## src/rtl/excess3_to_bcd_seq.sv

```systemverilog
// Multi-digit Excess-3 to BCD decoder: one digit per clock, LSD first,
// with valid/ready handshakes on both sides and a per-digit illegal-code mask.
module excess3_to_bcd_seq #(
  parameter int NDIG = 4
) (
  input  logic              clk,
  input  logic              rst,
  input  logic              in_valid,
  output logic              in_ready,
  input  logic [4*NDIG-1:0] e3_in,
  output logic              out_valid,
  input  logic              out_ready,
  output logic [4*NDIG-1:0] bcd_out,
  output logic [NDIG-1:0]   err_mask
);

  localparam int CW = (NDIG > 1) ? $clog2(NDIG) : 1;
  localparam logic [CW-1:0] LAST = CW'(NDIG - 1);

  typedef enum logic [1:0] {S_IDLE, S_CONV, S_DONE} state_t;

  state_t            r_state;
  state_t            w_next;
  logic [CW-1:0]     r_cnt;
  logic [4*NDIG-1:0] r_sr;
  logic [4*NDIG-1:0] r_bcd;
  logic [NDIG-1:0]   r_err;
  logic [3:0]        w_digit;
  logic              w_illegal;
  logic              w_last;

  function automatic logic e3_illegal(input logic [3:0] code);
    return (code < 4'd3) || (code > 4'd12);
  endfunction

  function automatic logic [3:0] e3_decode(input logic [3:0] code);
    return e3_illegal(code) ? 4'hF : (code - 4'd3);
  endfunction

  // The digit being converted always sits in the low nibble of the shifter.
  always_comb begin
    w_digit   = e3_decode(r_sr[3:0]);
    w_illegal = e3_illegal(r_sr[3:0]);
    w_last    = (r_cnt == LAST);
  end

  always_comb begin
    w_next = r_state;
    case (r_state)
      S_IDLE:  if (in_valid)  w_next = S_CONV;
      S_CONV:  if (w_last)    w_next = S_DONE;
      S_DONE:  if (out_ready) w_next = S_IDLE;
      default:                w_next = S_IDLE;
    endcase
  end

  always_ff @(posedge clk) begin
    if (rst) r_state <= S_IDLE;
    else     r_state <= w_next;
  end

  always_ff @(posedge clk) begin
    if (rst) begin
      r_cnt <= '0;
      r_bcd <= '0;
      r_err <= '0;
    end else begin
      case (r_state)
        S_IDLE: begin
          if (in_valid) begin
            r_sr  <= e3_in;
            r_bcd <= '0;
            r_err <= '0;
            r_cnt <= '0;
          end
        end
        S_CONV: begin
          r_sr <= r_sr >> 4;
          for (int i = 0; i < NDIG; i++) begin
            if (r_cnt == CW'(i)) begin
              r_bcd[4*i +: 4] <= w_digit;
              r_err[i]        <= w_illegal;
            end
          end
          // Counter parks on the last digit index once the word is done.
          if (!w_last) r_cnt <= r_cnt + CW'(1);
        end
        default: ;
      endcase
    end
  end

  assign in_ready  = (r_state == S_IDLE);
  assign out_valid = (r_state == S_DONE);
  assign bcd_out   = r_bcd;
  assign err_mask  = r_err;

endmodule
```

## config.mk

```make
export PLATFORM = sky130hd
export DESIGN_NAME = excess3_to_bcd_seq
export DESIGN_NICKNAME = d
export VERILOG_FILES = /design/src/rtl/excess3_to_bcd_seq.sv
export SDC_FILE = /design/constraint.sdc
export NUM_CORES = 1
export LEC_CHECK = 0
export BUFFER_PORTS_ARGS = -buffer_cell sky130_fd_sc_hd__buf_2
export CAP_MARGIN = 40
export CORE_MARGIN = 2
export CORE_UTILIZATION = 53
export CTS_CLUSTER_DIAMETER = 80
export CTS_CLUSTER_SIZE = 28
export DETAILED_ROUTE_END_ITERATION = 10
export PLACE_DENSITY = 0.77
export REMOVE_ABC_BUFFERS = 1
export SYNTH_ARGS = -nofsm -noshare
export SYNTH_HDL_FRONTEND = slang
export SYNTH_SLANG_ARGS = --single-unit
```

## constraint.sdc

```tcl
create_clock -name clk -period 2.9 [get_ports clk]
set_input_delay 0.435 -clock clk [delete_from_list [all_inputs] [get_ports clk]]
set_output_delay 0.435 -clock clk [all_outputs]
set_load 0.01 [all_outputs]
```

* After elaboration in Yosys (flattened, before gate mapping) *
Index checks and enable logic that the tools add are counted.

word-level totals
  output and inout bits = 22
  logic and storage cells = 61
  register bits = 40
  bits of input ports = 20

cells by class
  bitwise operators = 1
  eq/ne operators = 12
  reduce and logical (&&, ||, !) cells = 11
  muxes and demuxes = 22
  magnitude comparators = 2
  $add $sub $neg = 2

operators with widths
  operator             number
  $pmux 16 s2          2
  $mux 16              2
  $mux 4               6
  $reduce_and 3->1     7
  $ne 2x2->1 const B   6
  $mux 2               5
  $pmux 4 s2           1
  $eq 2x2->1 const B   3
  $pmux 2 s3           1
  $eq 2x1->1 const B   2
  $gt 4x4->1 const B   1
  $logic_not 2->1      2
  $lt 4x2->1 const B   1
  $mux 1               4
  $pmux 2 s2           1
  $sub 4x2->4 const B  1
  $add 2x1->2 const B  1
  $ne 2x1->1 const B   1
  $reduce_bool 2->1    1
  $logic_or 1x1->1     1
  $not 1->1            1

* Longest topological paths before layout *
  depth after elaboration = 5
  depth in mapped cells = 6
  depth with buffers taken out = 6

* Worst setup path before layout *
Ideal clock, no wire load.

  path type = input to register
  from = input port rst
  to = register r_sr[0] (enable)
  library setup time = 409 ps
  setup slack = 452 ps
  stages = 3
  data required time = 2491 ps
  path buffers = 2
  arrival time = 2038 ps
  cells stage by stage = clkbuf_1 -> clkbuf_1 -> nor3_1

between the ends
  longest elaborated chain between the ends = 2

ends and longest elaborated chain
  item                        line  RTL
  from (decl)                 7     input logic rst,
  $not 1->1 (no line)         n/a
  $reduce_and 3->1 (no line)  n/a
  to (signal assigned)        71    r_sr <= e3_in;
  to (signal assigned)        78    r_sr <= r_sr >> 4;
  to (decl)                   25    logic [4*NDIG-1:0] r_sr;

Every way passes these cells.
A chain may end at the register's enable or synchronous reset.

* Worst setup path in the final report *
  from = register r_state[0]
  to = register r_bcd[6] (netlist: bcd_out[6])

between the ends
  longest elaborated chain between the ends = 3
  elaborated cells on any way between the ends = 7
  classes of those cells = 3 x eq/ne; 1 x mux; 3 x reduce/logical

ends and longest elaborated chain
  item                                                       line  RTL
  from (decl)                                                22    state_t r_state;
  from (signal assigned)                                     59    else r_state <= w_next;
  $eq 2x1->1 or $logic_not 2->1 (tied branches)              68    case (r_state)
  $ne 2x2->1 (no line) or $reduce_bool 2->1 (tied branches)  n/a
  $reduce_and 3->1 (no line)                                 n/a
  to (signal, indexed assignment)                            81    r_bcd[4*i +: 4] <= w_digit;
  to (decl)                                                  26    logic [4*NDIG-1:0] r_bcd;

Parallel ways exist; a longest one is shown, timed or not.

==> impl_metrics.csv <==
group,metric,value,unit
layout,stdcell_count,270,
clock_network,numCtsBuffers,5,
logic_synthesis,ys_seq_area_share,52.24,%
detailed_routing,routed_via_density,4.907,
place,placed_cell_area,2072,um2
clock_network,clkSlewWorstSetupHoldPaths,0.11,ns
flow_run,max-cap-violations,0,
critical_path,path_cells,"nand2b_1 -> a211oi_1 -> mux2i_1 -> nor2_1",
floorplanning,row_count,21,
clock_network,numClockSinks,40,
power,clkPwrFrac,23.4,%
layout,final_net_count,249,
power,combinationalPowerShare,17.6,%
power,max-vdd-ir-drop,0.0003365,V
global_routing,grt_usage,18.15,%
timing,finalCritPeriodShare,65.85,%
timing,hold_viol,0,
timing,whs,0.3553,ns
place,dp.cells,262,
layout,n_antenna_cell,0,
floorplanning,die_area,3958,um2
timing,setup_viol_count_final,0,
detailed_routing,dr.pass1.iters,4,
power,power.leakage,0.0009408,uW
logic_synthesis,synth.top_cell.area_share,26.12,%
timing,skew,0.007915,ns
place,preCtsSetupSlack,0.9567,ns
layout,stdcell_area,2123,um2
global_routing,grt_pass1_wl,5.630,mm
run_status,status,"finished, final reports clean",
clock_network,root_buffer,"clkbuf_4",
detailed_routing,drt-total-wl,3.245,mm
logic_synthesis,syn_area_per_cell,10.05,um2
layout,layout-area-overhead-vs-synth,15.44,%
floorplanning,io_pins,42,
timing,worst_pin_slew,0.6721,ns
detailed_routing,antenna_left,0,
power,p_switching,309.1,uW
critical_path,worst_setup_path_end_kind,"flip-flop",
logic_synthesis,ys_top_cells_by_count,"nand2_1 (41), nor2_1 (25), dfxtp_1 (24)",
logic_synthesis,synthArstFlopShare,0,%
critical_path,worstPathRequired,3.18,ns
min_path,hold_path_class,"in -> reg",
global_routing,antenna_found_initial,0,
floorplanning,start_util,55.12,%
logic_synthesis,synth_ff_type,"dfxtp_1",
timing,slew_headroom,55.19,%
power,power_density,522.6,nW/um2
critical_path,critPathKind,"reg -> reg",
logic_synthesis,ys_ff_latch,40,
logic_synthesis,netlist_area,1839,um2
logic_synthesis,synth-edff-count,16,
clock_network,insertion_delay,0.34,ns
clock_network,h-tree-depth,2,
timing,drv_slew,0,
timing,max_freq,523.7,MHz
clock_network,hold_buffers,0,
place,dp_hpwl,2.323,mm
place,port_buffers,41,
detailed_routing,drc,0,
logic_synthesis,ys_types,26,
floorplanning,core,3337,um2
critical_path,crit_arrival,2.18,ns
critical_path,critPathSlowestCell,"a211oi_1",
floorplanning,die_h,62.91,um
detailed_routing,wire_per_inst,12.02,um
clock_network,clockBufferDepth,2,
power,cellInternalPower,800.6,uW
timing,period_needed,1.910,ns
global_routing,grt_pass1_vias,1281,
power,p_sw_share,27.85,%
detailed_routing,initialDrtViolationCount,63,
timing,rsz0062_at_grt,"no",
critical_path,cp_slowest_stage_delay,0.59,ns
clock_network,postCtsSetupBuffers,0,
logic_synthesis,yosysWarnings,0,
logic_synthesis,synth_area_leaders,"dfxtp_1 (26%), edfxtp_1 (26%), nand2_1 (8.4%)",
power,seqPwrFrac,59.0,%
logic_synthesis,synth.largest_area_cell,"dfxtp_1",
place,place_congestion,0.7867,
detailed_routing,detailroute.via_count,1325,
logic_synthesis,synth.most_common_cell,"nand2_1",
global_routing,overflow,0,
critical_path,cp_max_fo,18,
global_routing,grt_max_degree,26,
floorplanning,die_w,62.91,um
timing,worst_slack,0.9905,ns
layout,drive_above_1_share,29.46,%
clock_network,cts_resized,0,
logic_synthesis,postSynthCellCount,183,
timing,fin_tns_setup,0,ns
critical_path,worstSetupStartpointType,"flip-flop",
clock_network,cts_tree,"done",
sequential cells by signal, summed over array words and instances (netlist names):
| name | count |
|---|---|
| bcd_out | 16 |
| err_mask | 4 |
| r_cnt | 2 |
| r_sr | 16 |
| r_state | 2 |
worst max-delay path: cells and delay by family, from the launching register on:
family             cells  cell delay (ns)
muxes                  1             0.15
and+or+nand+nor        2             0.56
AOI/OAI and AO/OA      1             0.59
DFF                    1             0.54
layout by cell type (no fill, tap or decap), types with 2 or more instances in the layout:
cell / instances
inv_1: 5
buf_2: 41
o21ai_0: 3
nor2b_1: 3
clkinv_2: 2
nand2_1: 41
nand2b_1: 4
ha_1: 6
a21oi_1: 4
mux2i_1: 8
clkbuf_4: 5
dfxtp_1: 24
and2_1: 5
edfxtp_1: 16
a21oi_2: 3
a211oi_1: 8
a21oi_4: 5
nor2_1: 25
a211oi_2: 6
buf_4: 2
metal layers:
layer	share of wire [%]	up-vias	GRT usage [%]	wire [um]
li1	-	693	-	-
met5	0	-	0	0
met2	47	36	29.39	1515
met4	1.3	0	6.111	43
met3	5.2	6	6.667	169
met1	47	590	22.27	1517
per-stage QoR:
stage               power [uW]  util [%]
CTS                       1124     63.63
detailed placement       864.3     62.09
floorplan                795.1         -
global placement         858.6     62.09
finish                    1110     63.63
global route              1177     63.63
power by group through the flow:
stage               Sequential, uW  Combinational, uW  Clock, uW
finish                         654                196        260
global route                   660                219        298
CTS                            654                199        271
detailed placement             667                197          0
global placement               665                193          0
floorplan                      674                121          0
worst paths after layout:
| path | startpoint | endpoint | slack (ns) | cells past startpoint |
|---|---|---|---|---|
| max | r_state[0] | bcd_out[6] | 0.99 | 4 |
| min | e3_in[4] | r_sr[4] | 0.36 | 3 |
| max reg2reg | r_state[0] | bcd_out[6] | 0.99 | 4 |
| min reg2reg | bcd_out[12] | bcd_out[12] | 0.50 | 2 |
cells by family (layout without fill, tap and decap cells):
logic type                 count (synthesis)  in the layout  share of synthesized area [%]
xor gates and xnor gates                   1              1                         0.4763
DFF                                       40             40                          52.24
AOI/OAI and AO/OA                         30             30                          15.58
adders and majority gates                  6              6                          4.082
muxes                                      8              8                          4.354
and+or+nand+nor                           83             83                          19.52
buffers and inverters                     15             56                          3.741
final cells by class:
type | instances | area, um2
Clock buffer | 5 | 37.54
Tap cell | 46 | 57.56
Inverter | 5 | 18.77
Timing Repair Buffer | 43 | 220.2
Fill cell | 305 | 1214
Clock inverter | 3 | 13.76
Sequential cell | 40 | 960.9
Multi-Input combinational cell | 128 | 814.5
(Power assumes the default switching activity.)
